--- src/rtl/bus_cycle_sequencer.sv ---
// Two-port bus master that runs 8086-style memory/I-O bus cycles.
// Round-robin arbitration between port 0 (CPU) and port 1 (DMA), then a
// T1/T2/T3/Tw/T4 sequence with registered bus strobes and a READY wait timeout.
//
// state | meaning
// ------+--------------------------------------------------------------
// IDLE  | no cycle in flight; arbitration open
// T1    | ALE high, Address/IOM presented
// T2    | ALE low, RD or WR asserted, write data driven
// T3    | strobes held, READY sampled
// TW    | wait state, READY sampled, timeout counted
// T4    | strobes released, done/err/rdata presented; arbitration open
module bus_cycle_sequencer #(
   parameter int ADDR_W   = 20,
   parameter int DATA_W   = 16,
   parameter int WAIT_MAX = 15
) (
   input  logic              clk,
   input  logic              rst,
   input  logic              req0,
   input  logic              req1,
   input  logic              we0,
   input  logic              we1,
   input  logic              iom0,
   input  logic              iom1,
   input  logic [ADDR_W-1:0] addr0,
   input  logic [ADDR_W-1:0] addr1,
   input  logic [DATA_W-1:0] wdata0,
   input  logic [DATA_W-1:0] wdata1,
   output logic              gnt0,
   output logic              gnt1,
   output logic              done0,
   output logic              done1,
   output logic [DATA_W-1:0] rdata,
   output logic              err,
   output logic              busy,
   output logic              ALE,
   output logic              RD,
   output logic              WR,
   output logic              IOM,
   output logic [ADDR_W-1:0] Address,
   output logic [DATA_W-1:0] dout,
   output logic              dout_en,
   input  logic [DATA_W-1:0] din,
   input  logic              ready
);

   localparam int CNT_W = (WAIT_MAX < 1) ? 1 : $clog2(WAIT_MAX + 1);
   localparam logic [CNT_W-1:0] WAIT_LIM = CNT_W'(WAIT_MAX);

   typedef enum logic [2:0] {
      S_IDLE = 3'd0,
      S_T1   = 3'd1,
      S_T2   = 3'd2,
      S_T3   = 3'd3,
      S_TW   = 3'd4,
      S_T4   = 3'd5
   } state_t;

   state_t            state_q, state_n;
   logic              last_q, last_n;       // 1: port 1 was granted last
   logic              owner_q, owner_n;     // 1: port 1 owns the cycle
   logic              cyc_we_q, cyc_we_n;
   logic [DATA_W-1:0] cyc_wdata_q, cyc_wdata_n;
   logic [CNT_W-1:0]  cnt_q, cnt_n;

   logic              ale_q, ale_n;
   logic              rd_q, rd_n;
   logic              wr_q, wr_n;
   logic              iom_q, iom_n;
   logic [ADDR_W-1:0] addr_q, addr_n;
   logic [DATA_W-1:0] dout_q, dout_n;
   logic              dout_en_q, dout_en_n;
   logic              done0_q, done0_n;
   logic              done1_q, done1_n;
   logic              err_q, err_n;
   logic              busy_q, busy_n;
   logic [DATA_W-1:0] rdata_q, rdata_n;

   logic              arb_en;
   logic              pick1;
   logic              grant;
   logic              enter_t4;
   logic              timeout;
   logic              capture;

   // Round-robin pick; grant is combinational and suppressed while in reset
   always_comb begin
      arb_en = ((state_q == S_IDLE) || (state_q == S_T4)) && !rst;
      pick1  = req1 && (!req0 || !last_q);
      gnt1   = arb_en && pick1;
      gnt0   = arb_en && req0 && !pick1;
      grant  = gnt0 || gnt1;
   end

   // Next-state and next registered-output values
   always_comb begin
      state_n     = state_q;
      last_n      = last_q;
      owner_n     = owner_q;
      cyc_we_n    = cyc_we_q;
      cyc_wdata_n = cyc_wdata_q;
      cnt_n       = cnt_q;
      ale_n       = 1'b0;
      rd_n        = rd_q;
      wr_n        = wr_q;
      iom_n       = iom_q;
      addr_n      = addr_q;
      dout_n      = dout_q;
      dout_en_n   = dout_en_q;
      done0_n     = 1'b0;
      done1_n     = 1'b0;
      err_n       = 1'b0;
      busy_n      = busy_q;
      rdata_n     = rdata_q;
      enter_t4    = 1'b0;
      timeout     = 1'b0;
      capture     = 1'b0;

      case (state_q)
         S_IDLE: begin
         end
         S_T1: begin
            state_n = S_T2;
            if (cyc_we_q) begin
               wr_n      = 1'b0;
               dout_en_n = 1'b1;
               dout_n    = cyc_wdata_q;
            end else begin
               rd_n = 1'b0;
            end
         end
         S_T2: begin
            state_n = S_T3;
         end
         S_T3: begin
            if (ready) begin
               enter_t4 = 1'b1;
               capture  = 1'b1;
            end else if (WAIT_MAX > 0) begin
               state_n = S_TW;
               cnt_n   = CNT_W'(1);
            end else begin
               enter_t4 = 1'b1;
               timeout  = 1'b1;
            end
         end
         S_TW: begin
            if (ready) begin
               enter_t4 = 1'b1;
               capture  = 1'b1;
            end else if (cnt_q == WAIT_LIM) begin
               enter_t4 = 1'b1;
               timeout  = 1'b1;
            end else begin
               cnt_n = cnt_q + CNT_W'(1);
            end
         end
         S_T4: begin
            state_n = S_IDLE;
            busy_n  = 1'b0;
         end
         default: begin
            state_n = S_IDLE;
         end
      endcase

      // Release strobes and report completion as T4 is entered
      if (enter_t4) begin
         state_n   = S_T4;
         rd_n      = 1'b1;
         wr_n      = 1'b1;
         dout_en_n = 1'b0;
         done0_n   = !owner_q;
         done1_n   = owner_q;
         err_n     = timeout;
         if (capture && !cyc_we_q) begin
            rdata_n = din;
         end
      end

      // A grant (from IDLE or T4) latches the winner and starts T1
      if (grant) begin
         state_n     = S_T1;
         ale_n       = 1'b1;
         busy_n      = 1'b1;
         owner_n     = gnt1;
         last_n      = gnt1;
         cyc_we_n    = gnt1 ? we1 : we0;
         cyc_wdata_n = gnt1 ? wdata1 : wdata0;
         addr_n      = gnt1 ? addr1 : addr0;
         iom_n       = gnt1 ? iom1 : iom0;
      end
   end

   // State, cycle and bus-output registers with synchronous reset
   always_ff @(posedge clk) begin
      if (rst) begin
         state_q     <= S_IDLE;
         last_q      <= 1'b1;
         owner_q     <= 1'b0;
         cyc_we_q    <= 1'b0;
         cyc_wdata_q <= '0;
         cnt_q       <= '0;
         ale_q       <= 1'b0;
         rd_q        <= 1'b1;
         wr_q        <= 1'b1;
         iom_q       <= 1'b0;
         addr_q      <= '0;
         dout_q      <= '0;
         dout_en_q   <= 1'b0;
         done0_q     <= 1'b0;
         done1_q     <= 1'b0;
         err_q       <= 1'b0;
         busy_q      <= 1'b0;
         rdata_q     <= '0;
      end else begin
         state_q     <= state_n;
         last_q      <= last_n;
         owner_q     <= owner_n;
         cyc_we_q    <= cyc_we_n;
         cyc_wdata_q <= cyc_wdata_n;
         cnt_q       <= cnt_n;
         ale_q       <= ale_n;
         rd_q        <= rd_n;
         wr_q        <= wr_n;
         iom_q       <= iom_n;
         addr_q      <= addr_n;
         dout_q      <= dout_n;
         dout_en_q   <= dout_en_n;
         done0_q     <= done0_n;
         done1_q     <= done1_n;
         err_q       <= err_n;
         busy_q      <= busy_n;
         rdata_q     <= rdata_n;
      end
   end

   assign ALE     = ale_q;
   assign RD      = rd_q;
   assign WR      = wr_q;
   assign IOM     = iom_q;
   assign Address = addr_q;
   assign dout    = dout_q;
   assign dout_en = dout_en_q;
   assign done0   = done0_q;
   assign done1   = done1_q;
   assign err     = err_q;
   assign busy    = busy_q;
   assign rdata   = rdata_q;

endmodule

--- config.mk ---
export PLATFORM = sky130hd
export DESIGN_NAME = bus_cycle_sequencer
export DESIGN_NICKNAME = d
export VERILOG_FILES = /design/src/rtl/bus_cycle_sequencer.sv
export SDC_FILE = /design/constraint.sdc
export NUM_CORES = 1
export LEC_CHECK = 0
export ABC_CLOCK_PERIOD_IN_PS = 2000
export BUFFER_PORTS_ARGS = -buffer_cell sky130_fd_sc_hd__clkbuf_2
export CAP_MARGIN = 20
export CORE_MARGIN = 8
export CORE_UTILIZATION = 45
export CTS_CLUSTER_SIZE = 28
export DETAILED_ROUTE_END_ITERATION = 8
export PLACE_DENSITY = 0.76
export SETUP_SLACK_MARGIN = 0.4
export SLEW_MARGIN = 20
export SYNTH_ARGS = -nofsm -noshare
export SYNTH_HDL_FRONTEND = slang
export SYNTH_SLANG_ARGS = --single-unit
export TNS_END_PERCENT = 5
--- constraint.sdc ---
create_clock -name clk -period 2 [get_ports clk]
set_input_delay 0.1 -clock clk [delete_from_list [all_inputs] [get_ports clk]]
set_output_delay 0.1 -clock clk [all_outputs]
set_load 0.01 [all_outputs]
==> qor.txt, run 1 <==
status: finished with violations
violated checks: design-rule violations
Final Critical Period: 1780 ps
WL per Instance: 16.9 um
antenna violations before repair: 1
Netlist Area Pre-Place: 0.00368 mm^2
endpoints failing setup: 0
CTS tree: yes
final setup TNS: 0 ps
DR iter-0 viols: 331
Netlist cell types: 47
post-route ant nets: 0
clock insertion delay at the later pin of the skew report: 350 ps
drt total wl: 13.5 mm
Post-DP HPWL: 7.69 mm
layout cell share with drive strength beyond 1: 30.9%
syn_nets: 534
vias: 4172
post-synth top area cell: dfxtp_1
gr usage total: 23.2%
nature of the critical path endpoint: output port
clk slew on worst S/H paths: 90 ps
TritonCTS Buffers: 9
Die Span Y: 106 um
clk sinks: 87
worst-path fanout max: 3
Seq/Total Area, Yosys: 47.3%
first-pass GRT wire length: 21.4 mm
Initial Util: 45.7%
Post-synth ARST share: 0%
arrival time worst endpoint: 1680 ps
HP Class: in -> reg
row cnt: 33
synthesis-stage register bit count: 87
Synth Instances: 436
synth top area cells: dfxtp_1 47%, nand2_1 11%, a222oi_1 10%
DRC viols: 9
Area growth syn-to-layout: 58.6%
input/output buffers: 159
Final Skew: 7.88 ps
Worst setup SP type: register
Slew Limit Fails: 0
hold_ws: 35.5 ps
Chip Width: 106 um
root buffer cell: clkbuf_8
R2R setup slack: 240 ps
RSZ-0062 raised after global routing: true
EDFF count, synth: 0
top_reg_cell synth: dfxtp_1
Yosys top cell area share: 47.3%
endpoints failing hold: 0
Final nets: 783
Crit Path Class: reg -> out
Power Dens Cells: 817 mW/mm^2
Overflow after GRT: 0
Pre-Repair DR Iteration Count: 9
Die ar.: 0.0113 mm^2
largest net degree at the start of global routing: 61
Leak Pwr: 2.83 nW
maximum vdd drop: 0.484 mV
Synth Warn #: 0
H-Tree Depth: 3
CORE AREA: 0.00805 mm^2
vias in the first global route: 4396
max-cap violations: 0
CP required: 1900 ps
worst-margin pin slew: 391 ps
Mean Syn Cell Area: 8.44 um^2
DR vias/cell: 5.24
cell with the most instances after synthesis: nand2_1
FMAX: 0.563 GHz
Longest Clk Path Bufs: 2
most frequent cells after synthesis: 106 x nand2_1, 87 x dfxtp_1, 80 x inv_1, 38 x a222oi_1, 20 x a21oi_1
fin crit share: 88.8%
Placer Congestion: 0.755
slew margin rel.: 73.6%
Ports: 160
-- cell type report --
class	instances	area [um^2]
inverter	82	310
tap	105	131
fill	589	2220
sequential	87	1750
timing repair buffer	272	1970
clock inverter	7	56.3
antenna	1	2.50
clock buffer	9	124
multi-input combinational	233	1490
-- power by group --
| part | leakage, nW | switching (mW) | internal, mW |
|---|---|---|---|
| Combinational | 2.03 | 0.697 | 0.695 |
| Clock | 0.0902 | 0.687 | 0.465 |
| Sequential | 0.717 | 0.177 | 2.04 |
| Total | 2.83 | 1.56 | 3.20 |
-- per-layer routing --
metal | share of wire (%) | track usage (%) | vias up | routed length (um)
li1 | - | - | 1965 | -
met1 | 37 | 24.1 | 1928 | 4950
met2 | 50 | 40.5 | 227 | 6750
met3 | 9.0 | 7.02 | 52 | 1220
met4 | 4.1 | 14.0 | 0 | 554
met5 | 0 | 0 | - | 0
-- path summary, 6_finish.rpt --
| path | cells past startpoint | startpoint | endpoint |
|---|---|---|---|
| setup reg to reg | 5 | state_q[2]$_SDFFE_PP0P_ | cnt_q[2]$_SDFFE_PP0P_ |
| setup / recovery | 6 | state_q[0]$_SDFFE_PP0P_ | gnt1 |
| hold reg to reg | 1 | owner_q$_SDFFE_PP0P_ | done0$_SDFF_PP0_ |
| hold / removal | 3 | wdata1[0] | cyc_wdata_q[0]$_SDFFE_PP0P_ |
-- critical path, cell delays in order (launching register included) --
cell and delay [ps]:
dfxtp_2 340, xor2_2 180, buf_4 150, or3_4 380, inv_4 80, buf_12 100, buf_8 90
-- flip-flops by register name (all words and copies together), names as in the netlist, 3 cells and up --
register	flops
cyc_wdata_q	16
state_q	3
rdata	16
cnt_q	4
dout	16
Address	20
-- per-stage QoR --
stage / setup WS (ps) / power (mW) / cells / util, % / area (um^2)
after floorplan: 394 / 2.90 / 436 / - / 3690
after global placement: 287 / 3.34 / 680 / 57.2 / 4610
after detailed placement: 199 / 3.38 / 680 / 57.2 / 4610
after CTS: 243 / 4.73 / 793 / 72.2 / 5820
after global routing: 179 / 5.01 / 796 / 72.5 / 5830
final: 225 / 4.77 / 796 / 72.5 / 5830
-- cells by family (layout without fill, tap and decap cells) --
family / Yosys count / count (layout) / share of synthesized area [%]
mux: 17 / 17 / 4.62
fa+ha+maj: 1 / 1 / 0.340
xor+xnor: 2 / 2 / 0.476
buf+inv: 116 / 370 / 13.5
other cells: 0 / 1 / 0
compound gates: 78 / 78 / 17.7
simple gates: 135 / 135 / 16.0
flops: 87 / 87 / 47.3
-- repair_timing --
| action | in CTS | in global routing |
|---|---|---|
| endpoints found under the hold margin | 54 | 0 |
| cloned | 2 | 0 |
| pin swaps | 3 | 3 |
| hold buffers | 89 | 0 |
| gates resized for setup | 7 | 5 |
| endpoints found under the setup margin | 57 | 61 |
| setup buffers | 6 | 2 |
-- cells in the final DEF, fill, tap and decap left out, types with 2 or more instances in the layout --
cell type,instances
a31oi_1,3
dfxtp_1,85
nand2_1,106
buf_12,4
inv_1,80
buf_4,17
nor3_1,4
inv_6,2
clkbuf_2,158
a21oi_1,20
clkbuf_8,9
a222oi_1,38
nand4bb_1,2
clkinv_4,3
or3_4,2
dlygate4sd3_1,89
o21a_1,3
nand3_1,5
nor2b_1,2
o21ai_0,2
buf_16,2
nor2_1,3
mux2i_1,17
nand3b_1,2
No activity file was read; power rests on OpenSTA's default activity.
==> inputs of run 2 (changes only) <==
--- a/config.mk
+++ b/config.mk
@@ -5,6 +5,7 @@
 export SDC_FILE = /design/constraint.sdc
 export NUM_CORES = 1
 export LEC_CHECK = 0
+export ABC_AREA = 1
 export ABC_CLOCK_PERIOD_IN_PS = 2000
 export BUFFER_PORTS_ARGS = -buffer_cell sky130_fd_sc_hd__clkbuf_2
 export CAP_MARGIN = 20
@@ -13,7 +14,7 @@
 export CTS_CLUSTER_SIZE = 28
 export DETAILED_ROUTE_END_ITERATION = 8
 export PLACE_DENSITY = 0.76
-export SETUP_SLACK_MARGIN = 0.4
+export SETUP_SLACK_MARGIN = 0.3
 export SLEW_MARGIN = 20
 export SYNTH_ARGS = -nofsm -noshare
 export SYNTH_HDL_FRONTEND = slang
==> qor.txt, run 2 <==
syn_nets: 639 (+20%)
Post-Place Setup Slack: 281 ps (+82.1 ps)
Post-synth ARST share: 0% (unchanged)
Post-DP HPWL: 8.26 mm (+7.4%)
Initial Util: 46.1% (+0.44 points)
root buffer cell: clkbuf_8
Crit Path Class: reg -> reg
Synth Instances: 541 (+24%)
Largest register FFs: 20 (unchanged)
most frequent cells in the layout: 177 x nand2_1, 159 x clkbuf_2, 84 x dfxtp_1, 78 x nor2_1, 48 x nand3_1
top_reg_cell synth: dfxtp_1
Worst setup SP type: register
Seq/Total Area, Yosys: 46.2% (-1.2 points)
clk slew on worst S/H paths: 80 ps (about the same)
RSZ-0062 raised after global routing: true
Mean Syn Cell Area: 6.97 um^2 (-17%)
fin crit share: 81.7% (-7.0 points)
Area growth syn-to-layout: 32.7%
final setup TNS: 0 ps (unchanged)
DR vias/cell: 5.08 (-3.1%)
Leak Pwr: 2.69 nW (-5.0%)
HP Class: in -> reg
clk sinks: 87 (unchanged)
first-pass GRT wire length: 18.6 mm (-13%)
placed cell area: 0.00465 mm^2 (+1.1%)
Placer Congestion: 0.825 (+9.2%)
layout cell share with drive strength beyond 1: 30.1% (-0.81 points)
Slew Limit Fails: 0 (unchanged)
Netlist Area Pre-Place: 0.00377 mm^2 (+2.5%)
Synth Warn #: 0 (unchanged)
post-route ant nets: 0 (unchanged)
worst hold path cell count: 3 (unchanged)
Die Span Y: 108 um (+1.1%)
DRC viols: 0 (-9)
drt total wl: 11.5 mm (-15%)
WL per Instance: 14.2 um (-16%)
Final Skew: 15.1 ps (+7.24 ps)
Longest Clk Path Bufs: 2 (unchanged)
ant diodes: 0 (-1)
Hold Crit Endpoint: rdata[0]$_SDFFE_PP0P_
synthesis-stage register bit count: 87 (unchanged)
critical path cell sequence: inv_1, nand3_1, nand2_4, buf_4, a21oi_4, buf_4, nand2_1, a21oi_1
DR iter-0 viols: 238 (-28%)
design area: 0.00501 mm^2 (-14%)
maximum vdd drop: 0.328 mV (-32%)
row cnt: 33 (unchanged)
TritonCTS Buffers: 9 (unchanged)
vias in the first global route: 4117 (-6.3%)
Ports: 160 (unchanged)
critical path's slowest cell: dfxtp_2
Chip Width: 108 um (+1.1%)
setup ws final: 365 ps (+140 ps)
vias: 4099 (-1.7%)
CORE AREA: 0.00818 mm^2 (+1.5%)
Overflow after GRT: 0 (unchanged)
synth top area cells: dfxtp_1 46%, nand2_1 18%, nor2_1 7.8%
Final nets: 796 (+1.7%)
worst-path fanout max: 13 (+10)
Layout Utilization: 61.2% (-11 points)
Top delay family on crit path: buffers and inverters
Final Critical Period: 1630 ps (-140 ps)
nature of the critical path endpoint: register
max-cap violations: 0 (unchanged)
EDFF count, synth: 0 (unchanged)
post-synth top area cell: dfxtp_1
endpoints failing hold: 0 (unchanged)
CP required: 2270 ps (+370 ps)
H-Tree Depth: 3 (unchanged)
Worst Path Buf+Inv: 3 (-1)
Yosys top cell area share: 46.2% (-1.2 points)
R2R Path End: state_q[2]$_SDFFE_PP0P_
largest net degree at the start of global routing: 47 (-23%)
Crit Reg-Reg Startpoint: state_q[1]$_SDFFE_PP0P_
antenna violations before repair: 0 (-1)
endpoints failing setup: 0 (unchanged)
most frequent cells after synthesis: 177 x nand2_1, 87 x dfxtp_1, 78 x nor2_1, 48 x nand3_1, 39 x nand4_1
Top cell by count, worst path: buf_4
most common cell after layout, fill and taps aside: nand2_1
worst-margin pin slew: 423 ps (+31.8 ps)
FMAX: 0.612 GHz (+8.6%)
filler cell count: 761 (+29%)
HP Start: din[0]
CTS tree: yes
slew margin rel.: 71.8% (-1.8 points)
Slowest Stage Delay on Critical Path: 380 ps (about the same)
status: finished clean
input/output buffers: 159 (unchanged)
cell with the most instances after synthesis: nand2_1
FF-to-FF path depth: 8 (+3)
R2R setup slack: 370 ps (+130 ps)
total power: 4.07 mW (-15%)
Netlist cell types: 25 (-47%)
Pre-Repair DR Iteration Count: 4 (-5)
arrival time worst endpoint: 1910 ps (+230 ps)
Power Dens Cells: 813 mW/mm^2 (-0.47%)
gr usage total: 19.4% (-3.8 points)
Die ar.: 0.0116 mm^2 (+2.1%)
clock insertion delay at the later pin of the skew report: 360 ps (about the same)
[run 2: cell types whose count changed after synthesis, moves of 38 or more]
cell	change
a222oi_1	-38
nand2_1	+71
nand4_1	+38
inv_1	-64
nand3_1	+43
nor2_1	+75
[run 2: report_power, final]
group          switching [mW]  internal, mW
Clock                   0.632         0.705
Combinational           0.459         0.314
Sequential             0.0844          1.88
Total                    1.18          2.90
[run 2: per-layer routing]
layer  global-route usage (%)  part of all wire, %  up-vias
li1                         -                    -     2079
met1                     23.0                   43     1822
met2                     32.3                   46      183
met3                     6.35                  9.6       15
met4                     5.95                  1.6        0
met5                        0                    0        -
[run 2: how the worst max path moves through the flow]
stage                       startpoint  slack (ps)  cells after the start                        to
4_1_cts        state_q[1]$_SDFFE_PP0P_         290                      7                      gnt1
3_3_place_gp   state_q[0]$_SDFFE_PP0P_         420                      7  Address[10]$_SDFFE_PP0P_
2_1_floorplan  state_q[1]$_SDFFE_PP0P_         750                      7   Address[0]$_SDFFE_PP0P_
3_5_place_dp   state_q[1]$_SDFFE_PP0P_         280                      8   state_q[2]$_SDFFE_PP0P_
6_report       state_q[1]$_SDFFE_PP0P_         370                      8   state_q[2]$_SDFFE_PP0P_
5_1_grt        state_q[1]$_SDFFE_PP0P_         270                      7                      gnt1
[run 2: worst min-delay path: stages]
cell and delay, ps:
clkbuf_2 70, o21ai_0 70, nor2_1 80
[run 2: stage by stage]
stage | hold WS, ps | instances
2_1_floorplan | 177 | 541
3_5_place_dp | 341 | 782
6_report | 5.40 | 807
4_1_cts | 0.919 | 805
3_3_place_gp | 344 | 782
5_1_grt | 18.1 | 807
[run 2: timing repair]
item / in CTS / in global routing
pin swaps: 1 / 1
endpoints found under the hold margin: 4 / 0
hold buffers: 4 / 0
resized for setup: 5 / 5
buffers inserted: 4 / 1
endpoints found under the setup margin: 23 / 19
cloned: 0 / 1
[run 2: kinds of logic (layout without fill, tap and decap cells)]
group	Yosys count	in the layout	synth area share, %
AOI/OAI and AO/OA	45	45	6.37
adders and majority gates	1	1	0.332
buffers and inverters	56	217	6.93
DFF	87	87	46.2
and+or+nand+nor	352	352	40.2
[run 2: final cells by class]
class                      count  area (um^2)  share of cell area (%)
multi-input combinational    398         1810                    36.1
tap                          105          131                    2.62
sequential                    87         1750                    34.9
clock inverter                 6         92.6                    1.85
inverter                      19         73.8                    1.47
timing repair buffer         183         1030                    20.6
clock buffer                   9          124                    2.47
